<file path="config.mk">
export PLATFORM = sky130hd
export DESIGN_NAME = serial_subtractor
export DESIGN_NICKNAME = d
export VERILOG_FILES = /design/src/rtl/serial_subtractor.sv
export SDC_FILE = /design/constraint.sdc
export NUM_CORES = 1
export LEC_CHECK = 0
export BUFFER_PORTS_ARGS = -buffer_cell sky130_fd_sc_hd__buf_2
export CORE_ASPECT_RATIO = 0.9
export CORE_MARGIN = 2
export CORE_UTILIZATION = 52
export CTS_CLUSTER_DIAMETER = 150
export CTS_CLUSTER_SIZE = 30
export DETAILED_ROUTE_END_ITERATION = 16
export PLACE_DENSITY_LB_ADDON = 0.2
export SLEW_MARGIN = 10
export SYNTH_ARGS = -nofsm -noshare
export SYNTH_HDL_FRONTEND = slang
export SYNTH_SLANG_ARGS = --single-unit
</file>
<file path="constraint.sdc">
create_clock -name clk -period 1.3 [get_ports clk]
set_input_delay 0.195 -clock clk [delete_from_list [all_inputs] [get_ports clk]]
set_output_delay 0.195 -clock clk [all_outputs]
set_load 0.03 [all_outputs]
</file>
<file path="src/rtl/serial_subtractor.sv">
// serial_subtractor: bit-serial unsigned subtractor (diff = a - b), LSB first, one bit per clock
//
// Ports:
//   clk        rising-edge clock
//   rstn       asynchronous active-low reset
//   in_valid   operands a/b valid
//   in_ready   high only while idle; operands accepted on in_valid && in_ready
//   a, b       minuend / subtrahend, captured at the input handshake
//   out_valid  diff/bout (and ovf) hold a completed result
//   out_ready  consumer accepts the result
//   diff       (a - b) mod 2**WIDTH
//   bout       final borrow, 1 iff a < b (unsigned)
//   ovf        two's complement overflow, present only when SERIAL_SUB_OVF_EN is defined
//
// Optional feature macro: SERIAL_SUB_OVF_EN adds the ovf port and its capture logic.
module serial_subtractor #(
    parameter int WIDTH = 8
) (
    input  logic             clk,
    input  logic             rstn,
    input  logic             in_valid,
    output logic             in_ready,
    input  logic [WIDTH-1:0] a,
    input  logic [WIDTH-1:0] b,
    output logic             out_valid,
    input  logic             out_ready,
    output logic [WIDTH-1:0] diff,
    output logic             bout
`ifdef SERIAL_SUB_OVF_EN
    ,
    output logic             ovf
`endif
);
    localparam int CW = $clog2(WIDTH + 1);

    typedef enum logic [1:0] {IDLE, RUN, DONE} state_t;

    state_t           state, state_nxt;
    logic [WIDTH-1:0] a_sr, b_sr, diff_sr;
    logic             borrow;
    logic [CW-1:0]    cnt;
    logic             d, borrow_nxt, last;

    // one full-subtractor cell on the current LSBs
    assign d          = a_sr[0] ^ b_sr[0] ^ borrow;
    assign borrow_nxt = (~a_sr[0] & b_sr[0]) | (~(a_sr[0] ^ b_sr[0]) & borrow);
    assign last       = cnt == CW'(WIDTH - 1);

    assign in_ready  = state == IDLE;
    assign out_valid = state == DONE;
    assign diff      = diff_sr;
    assign bout      = borrow;

    always_comb begin
        state_nxt = state;
        case (state)
            IDLE:    state_nxt = in_valid  ? RUN  : IDLE;
            RUN:     state_nxt = last      ? DONE : RUN;
            DONE:    state_nxt = out_ready ? IDLE : DONE;
            default: state_nxt = IDLE;
        endcase
    end

    always_ff @(posedge clk or negedge rstn) begin
        if (!rstn)
            state <= IDLE;
        else
            state <= state_nxt;
    end

    always_ff @(posedge clk or negedge rstn) begin
        if (!rstn) begin
            a_sr    <= '0;
            b_sr    <= '0;
            diff_sr <= '0;
            borrow  <= 1'b0;
            cnt     <= '0;
        end else if (state == IDLE && in_valid) begin
            a_sr   <= a;
            b_sr   <= b;
            borrow <= 1'b0;
            cnt    <= '0;
        end else if (state == RUN) begin
            // result bits enter at the MSB so the LSB lands at bit 0 after WIDTH shifts
            diff_sr <= WIDTH'({d, diff_sr} >> 1);
            a_sr    <= a_sr >> 1;
            b_sr    <= b_sr >> 1;
            borrow  <= borrow_nxt;
            cnt     <= cnt + CW'(1);
        end
    end

`ifdef SERIAL_SUB_OVF_EN
    logic a_msb, b_msb;

    // the last RUN cell produces the result MSB, so ovf is decided on that edge
    always_ff @(posedge clk or negedge rstn) begin
        if (!rstn) begin
            a_msb <= 1'b0;
            b_msb <= 1'b0;
            ovf   <= 1'b0;
        end else if (state == IDLE && in_valid) begin
            a_msb <= a[WIDTH-1];
            b_msb <= b[WIDTH-1];
        end else if (state == RUN && last) begin
            ovf <= (a_msb != b_msb) && (d != a_msb);
        end
    end
`endif

endmodule
</file>
==> results of run 1 <==
==> flip-flops by register name, summed over array words and instances, names as in the netlist <==
signal and count:
state 2, a_sr 8, bout 1, cnt 4, b_sr 8, diff 8
==> metrics by stage <==
| stage | area, sq um | setup TNS, ns |
|---|---|---|
| global route | 1663 | -0.3301 |
| CTS | 1647 | 0 |
| floorplan | 1334 | 0 |
| detailed placement | 1546 | 0 |
| global placement | 1546 | 0 |
| finish | 1663 | 0 |
==> what timing repair did <==
item,CTS,global route
hold endpoints to repair,14,0
resized for setup,6,5
hold buffers,1,0
setup endpoints to repair,2,12
==> cell families after synthesis <==
family / after synthesis / synth area share (%)
simple gates: 69 / 21.01
xor+xnor: 1 / 0.6568
flops: 31 / 58.16
fa+ha+maj: 2 / 2.439
compound gates: 26 / 13.79
buf+inv: 10 / 3.940
==> power groups by stage <==
stage               combinational (mW)  clock (mW)  sequential, mW
floorplan                        0.946           0            1.87
detailed placement                1.63           0            1.68
global placement                  1.57           0            1.66
CTS                               1.65       0.665            1.67
finish                            1.66       0.640            1.68
global route                      1.86       0.699            1.74
==> cell usage in the layout (no fill, tap or decap), drive strengths merged <==
cell         netlist  final
nand2             61     61
buf                8     38
dfrtp             31     31
a22oi             14     14
clkbuf             0      7
o21ai              6      6
o21bai             3      3
inv                2      2
nor2b              2      2
nor2               2      2
nor3b              2      2
a22o               1      1
nand2b             1      1
nand3              1      1
xor2               1      1
o22ai              1      1
a21o               1      1
fa                 1      1
ha                 1      1
clkinvlp           0      1
dlygate4sd3        0      1
==> per-layer routing <==
layer	up-vias	wire (microns)	GRT usage, %
li1	531	-	-
met1	490	1163	25.57
met2	26	1286	33.52
met3	5	141	5.970
met4	0	45	10.08
met5	-	0	0
==> area by class of cell <==
| class | count | area [sq um] |
|---|---|---|
| fillers | 182 | 783.3 |
| flip-flops and latches | 31 | 778.2 |
| multi-input cells | 98 | 520.5 |
| repair buffers | 39 | 249.0 |
| clock buffers | 7 | 65.06 |
| well taps | 28 | 35.03 |
| clock inverters | 1 | 7.507 |
| inverters | 2 | 7.507 |
==> path summary, 6_finish.rpt <==
path / end / slack, ns / cells past startpoint
setup / recovery: out_valid / 0.02 / 2
hold / removal: b_sr[7] / 0.06 / 3
setup reg to reg: b_sr[6] / 0.07 / 4
hold reg to reg: diff[0] / 0.48 / 2
max in group asynchronous: a_sr[3] / 0.57 / 3
min in group asynchronous: diff[5] / 0.30 / 2
==> critical path: stages (launching register included) <==
cell	delay, ns
dfrtp_2	0.47
nor2b_4	0.15
buf_6	0.14
==> summary.md, run 1 <==
| Metric | Value |
|---|---|
| Status | finished, final reports clean |
| Register share of total power | 42.2% |
| Reg2Reg Launch Point | state[0] |
| Peak Freq | 780.6 MHz |
| Total chip power | 3.980 mW |
| Global route overflow | 0 |
| Hold_sp | b[7] |
| # rows | 17 |
| Crit path launch type | register |
| Yosys warns | 0 |
| Max_slew headroom | 74.69% |
| Number of enable flip-flop cells after synthesis | 0 |
| Top FF cell, synth | dfrtp_1 |
| GP Congestion | 0.7406 |
| Die ar. | 2987 sq um |
| Dpl ws | 0.08327 ns |
| Clock share of power | 16.1% |
| Gate Count Post-Synth | 139 |
| Max VDD drop | 0.001528 V |
| Required time of the critical path | 1.11 ns |
| Pint | 2.354 mW |
| Antenna diode instance count | 0 |
| First-pass GRT wire length | 4581 microns |
| Arr. time, crit path | 1.09 ns |
| Die X | 57.39 microns |
| Slew Viols, Final | 0 |
| Net count after synthesis | 161 |
| Clock transition at the registers of the reported paths | 0.10 ns |
| Unrepaired setup endpoints after global routing | true |
| Initial DRC Count | 35 |
| Final Util | 67.98% |
| Non-filler instance count after layout | 206 |
| Fin crit share | 98.54% |
| Worst Slack Setup Final | 0.01901 ns |
| Post-synth top area cell | dfrtp_1 |
| Post-synth top cells | nand2_1, dfrtp_1, a22oi_1 |
| Clk_skew | 0.01091 ns |
| Combinational Power Share | 41.7% |
| Largest net degree at the start of global routing | 20 |
| Antenna violations before repair | 0 |
| Initial Utilization | 54.53% |
| Clk Latency, worst-skew pair | 0.33 ns |
| Synth-to-Final Area Change | 24.67% |
| Top post-synthesis cells by area | dfrtp_1, nand2_1, a22oi_1, buf_2, fa_1 |
| Setup Crit Path Kind | reg -> out |
| Hold WS | 0.05907 ns |
| Synthesized area | 1334 sq um |
| Crit path capture type | output pin |
| Netlist cell types | 22 |
| Initial DRT Pass Iterations | 4 |
| Share of the synthesized area in the top cell type | 58.16% |
| Residual DRC count | 0 |
| H-Tree Depth | 2 |
| Setup violations, final | 0 |
| Crit path from | state[0] |
| CP max FO | 6 |
| Die Y-Extent | 52.05 microns |
| Hold Vio Cnt, Final | 0 |
| Number of CTS-inserted buffers | 5 |
| # port buffers | 30 |
| CTS Root Cell | clkbuf_4 |
| Core ar. | 2446 sq um |
| Via count | 1,052 |
| Min cycle time layout | 1.281 ns |
| Number of global-route vias before repair | 1,043 |
| Final ANT Viol Nets | 0 |
| Asr flop ratio synth | 100.0% |
| LEAKAGE | 0.8762 nW |
| Clk sink count | 31 |
| Sw Share | 40.86% |
| Tightest Pin Transition | 0.3797 ns |
| CTS tree | done |
| HP Class | in -> reg |
| Vias per inst | 5.107 |
| Inst Count DP | 197 |
| Pwr Density | 2394 nW/um^2 |
| Final net count | 199 |
| Routed wire per std cell | 12.80 microns |
| Syn Area/Cell | 9.596 sq um |
| Sequential-to-total area share from yosys stat | 58.16% |
| #FFs+latches synth | 31 |
| Clk buf depth | 2 |
| Setup Fix Bufs, Post-CTS | 0 |
| Max-cap viol count | 0 |
| Top-count cell post-synth | nand2_1 |
| Ports | 31 |
| Dpl hpwl | 1885 microns |
| DRT Wirelength | 2637 microns |
| GRT Total Usage | 20.74% |
| Share of post-route cells with drive strength above 1 | 29.78% |
| Psw | 1.626 mW |
(Power assumes the default switching activity.)
==> run 2, diff against run 1 <==
==> constraint.sdc (replaced) <==
create_clock -name clk -period 1.3 [get_ports clk]
set_input_delay 0.195 -clock clk [delete_from_list [all_inputs] [get_ports clk]]
set_output_delay 0.195 -clock clk [all_outputs]
set_load 0.05 [all_outputs]
==> run 2 against run 1 <==
Via count rose by 0.48%. Register-to-register slack barely moved. Critical path depth did not move. Clock-buffer cell count fell by 1. Flip-flop and latch count did not move. Final area rose by 0.98%. First-iteration DRC count fell by 8.6%. Routed wire length fell by 0.49%. Maximum frequency fell by 1.2%. Largest cell class unchanged. Highest routed layer unchanged.
==> summary.md, run 2 (same netlist as run 1, synthesis figures left out) <==
| Metric | Value |
|---|---|
| Clock transition at the registers of the reported paths | 0.09 ns (about the same) |
| Final ANT Viol Nets | 0 (unchanged) |
| Met3 Resource Use GR | 7.463% (+1.5 points) |
| Initial DRC Count | 32 (-8.6%) |
| LEAKAGE | 0.8834 nW (+0.82%) |
| Most common cell after layout, fill and taps aside | nand2_1 |
| Clk sink count | 31 (unchanged) |
| Register area | 779.5 sq um (+0.16%) |
| Critical R2R Capture | b_sr[2] |
| Antenna diode instance count | 0 (unchanged) |
| CTS tree | done |
| M1 GR Usage | 24.84% (-0.74 points) |
| Psw | 1.842 mW (+13%) |
| Number of CTS-inserted buffers | 5 (unchanged) |
| Initial DRT Pass Iterations | 4 (unchanged) |
| HP Class | in -> reg |
| Die X | 57.39 microns (unchanged) |
| Cell Area, Placed | 1555 sq um (+0.57%) |
| Pwr Density | 2497 nW/um^2 (+4.3%) |
| Gr busiest metal | met2 |
| First-pass GRT wire length | 4505 microns (-1.7%) |
| Register share of total power | 40.2% (-2.0 points) |
| Fillers | 194 (+6.6%) |
| Antenna violations before repair | 0 (unchanged) |
| Pint | 2.351 mW (-0.13%) |
| CP max-delay cell | dfrtp_2 |
| Arr. time, crit path | 1.10 ns (about the same) |
| # rows | 17 (unchanged) |
| FF-to-FF setup slack | 0.07 ns (about the same) |
| CTS Root Cell | clkbuf_4 |
| Peak Freq | 771.4 MHz (-1.2%) |
| Share of post-route cells with drive strength above 1 | 29.78% (unchanged) |
| Largest net degree at the start of global routing | 25 (+25%) |
| Setup TNS | 0 ns (unchanged) |
| Sw Share | 43.93% (+3.1 points) |
| Reg2Reg Depth | 4 (unchanged) |
| Tightest Pin Transition | 0.3658 ns (-0.01388 ns) |
| Core ar. | 2446 sq um (unchanged) |
| Ports | 31 (unchanged) |
| Via count | 1,057 (+0.48%) |
| Routed wire per std cell | 12.74 microns (-0.49%) |
| Die ar. | 2987 sq um (unchanged) |
| Global route overflow | 0 (unchanged) |
| GRT Total Usage | 20.66% (-0.077 points) |
| Clk buf depth | 2 (unchanged) |
| Dpl ws | 0.07619 ns (-0.007083 ns) |
| Setup Crit Path Kind | reg -> out |
| Synth-to-Final Area Change | 25.89% |
| Worst Slack Setup Final | 0.003711 ns (-0.01530 ns) |
| Crit path capture type | output pin |
| Combinational Power Share | 46.6% (+4.9 points) |
| Dpl hpwl | 1861 microns (-1.3%) |
| Post-Layout Inst Area | 1679 sq um (+0.98%) |
| Worst setup path end | out_valid |
| Final net count | 200 (+0.50%) |
| Required time of the critical path | 1.11 ns (about the same) |
| Vias per inst | 5.131 (+0.48%) |
| CP max FO | 6 (unchanged) |
| DRT Wirelength | 2624 microns (-0.49%) |
| Crit path from | state[0] |
| Fin crit share | 99.71% (+1.2 points) |
| Slew Viols, Final | 0 (unchanged) |
| Unrepaired setup endpoints after global routing | true |
| Number of global-route vias before repair | 1,050 (+0.67%) |
| Clk_skew | 0.005275 ns (-0.005637 ns) |
| Die Y-Extent | 52.05 microns (unchanged) |
| Min cycle time layout | 1.296 ns (+0.01530 ns) |
| CP peak stage delay | 0.48 ns (about the same) |
| Multi-input combinational cell area | 528.0 sq um (+1.4%) |
| Reg2Reg Launch Point | state[0] |
| Status | finished, final reports clean |
| Residual DRC count | 0 (unchanged) |
| CP Cell Sequence | nor2b_4 -> buf_8 |
| Clk Latency, worst-skew pair | 0.32 ns (about the same) |
| Max-cap viol count | 0 (unchanged) |
| Max VDD drop | 0.001952 V (+28%) |
| Commonest cells after routing, fill and taps aside | nand2_1, dfrtp_1, buf_2 |
| Max_slew headroom | 75.61% (+0.93 points) |
| H-Tree Depth | 2 (unchanged) |
| Crit path launch type | register |
| Setup violations, final | 0 (unchanged) |
| GP Congestion | 0.7567 (+2.2%) |
| Initial Utilization | 54.53% (unchanged) |
| Clock share of power | 13.2% (-2.9 points) |
| M2 GR Usage | 34.09% (+0.57 points) |
| # port buffers | 30 (unchanged) |
| Hold Vio Cnt, Final | 0 (unchanged) |
run 2: stage by stage:
stage	util (%)	instances	hold WS (ns)	total power [mW]
final	68.64	206	0.08063	4.192
after detailed placement	63.58	196	0.1267	3.553
after CTS	67.06	204	0.06718	4.153
after global routing	68.64	206	0.06570	4.526
after floorplan	-	139	-0.1006	3.029
after global placement	63.58	196	0.1239	3.476
run 2: how the worst min path moves through the flow:
stage                     depth (start not counted)      end  start  slack [ns]
after floorplan                                   0  a_sr[0]   rstn       -0.10
after global placement                            1  diff[3]   rstn        0.12
after detailed placement                          1  diff[3]   rstn        0.13
after CTS                                         3  a_sr[6]   a[6]        0.07
after global routing                              3  a_sr[6]   a[6]        0.07
final                                             3  a_sr[6]   a[6]        0.08
run 2: layout make-up:
| cell class | instances | area share [%] |
|---|---|---|
| Timing Repair Buffer | 40 | 16.24 |
| Tap cell | 28 | 2.086 |
| Inverter | 2 | 0.4471 |
| Clock inverter | 1 | 0.2981 |
| Sequential cell | 31 | 46.42 |
| Multi-Input combinational cell | 98 | 31.45 |
| Clock buffer | 6 | 3.055 |
run 2: critical path: cells and delay by family, from the launching register on:
kind,cells,cell delay (ns)
buf+inv,1,0.15
simple gates,1,0.15
flops,1,0.48
run 2: layer usage:
metal | vias up | wire, microns
li1 | 535 | -
met1 | 493 | 1148
met2 | 25 | 1294
met3 | 4 | 147
met4 | 0 | 33
met5 | - | 0
run 2: power groups by stage:
stage          Sequential (mW)  Combinational (mW)  Clock, mW
6_report                  1.69                1.95      0.554
5_1_grt                   1.74                2.15      0.630
4_1_cts                   1.68                1.90      0.578
3_5_place_dp              1.69                1.86          0
3_3_place_gp              1.66                1.81          0
2_1_floorplan             2.06               0.971          0
run 2: what timing repair did:
| item | CTS | global route |
|---|---|---|
| setup endpoints to repair | 2 | 5 |
| hold endpoints to repair | 14 | 0 |
| hold buffers | 1 | 0 |
| pin swaps | 0 | 1 |
| gates resized for setup | 6 | 6 |
| buffers inserted | 0 | 2 |
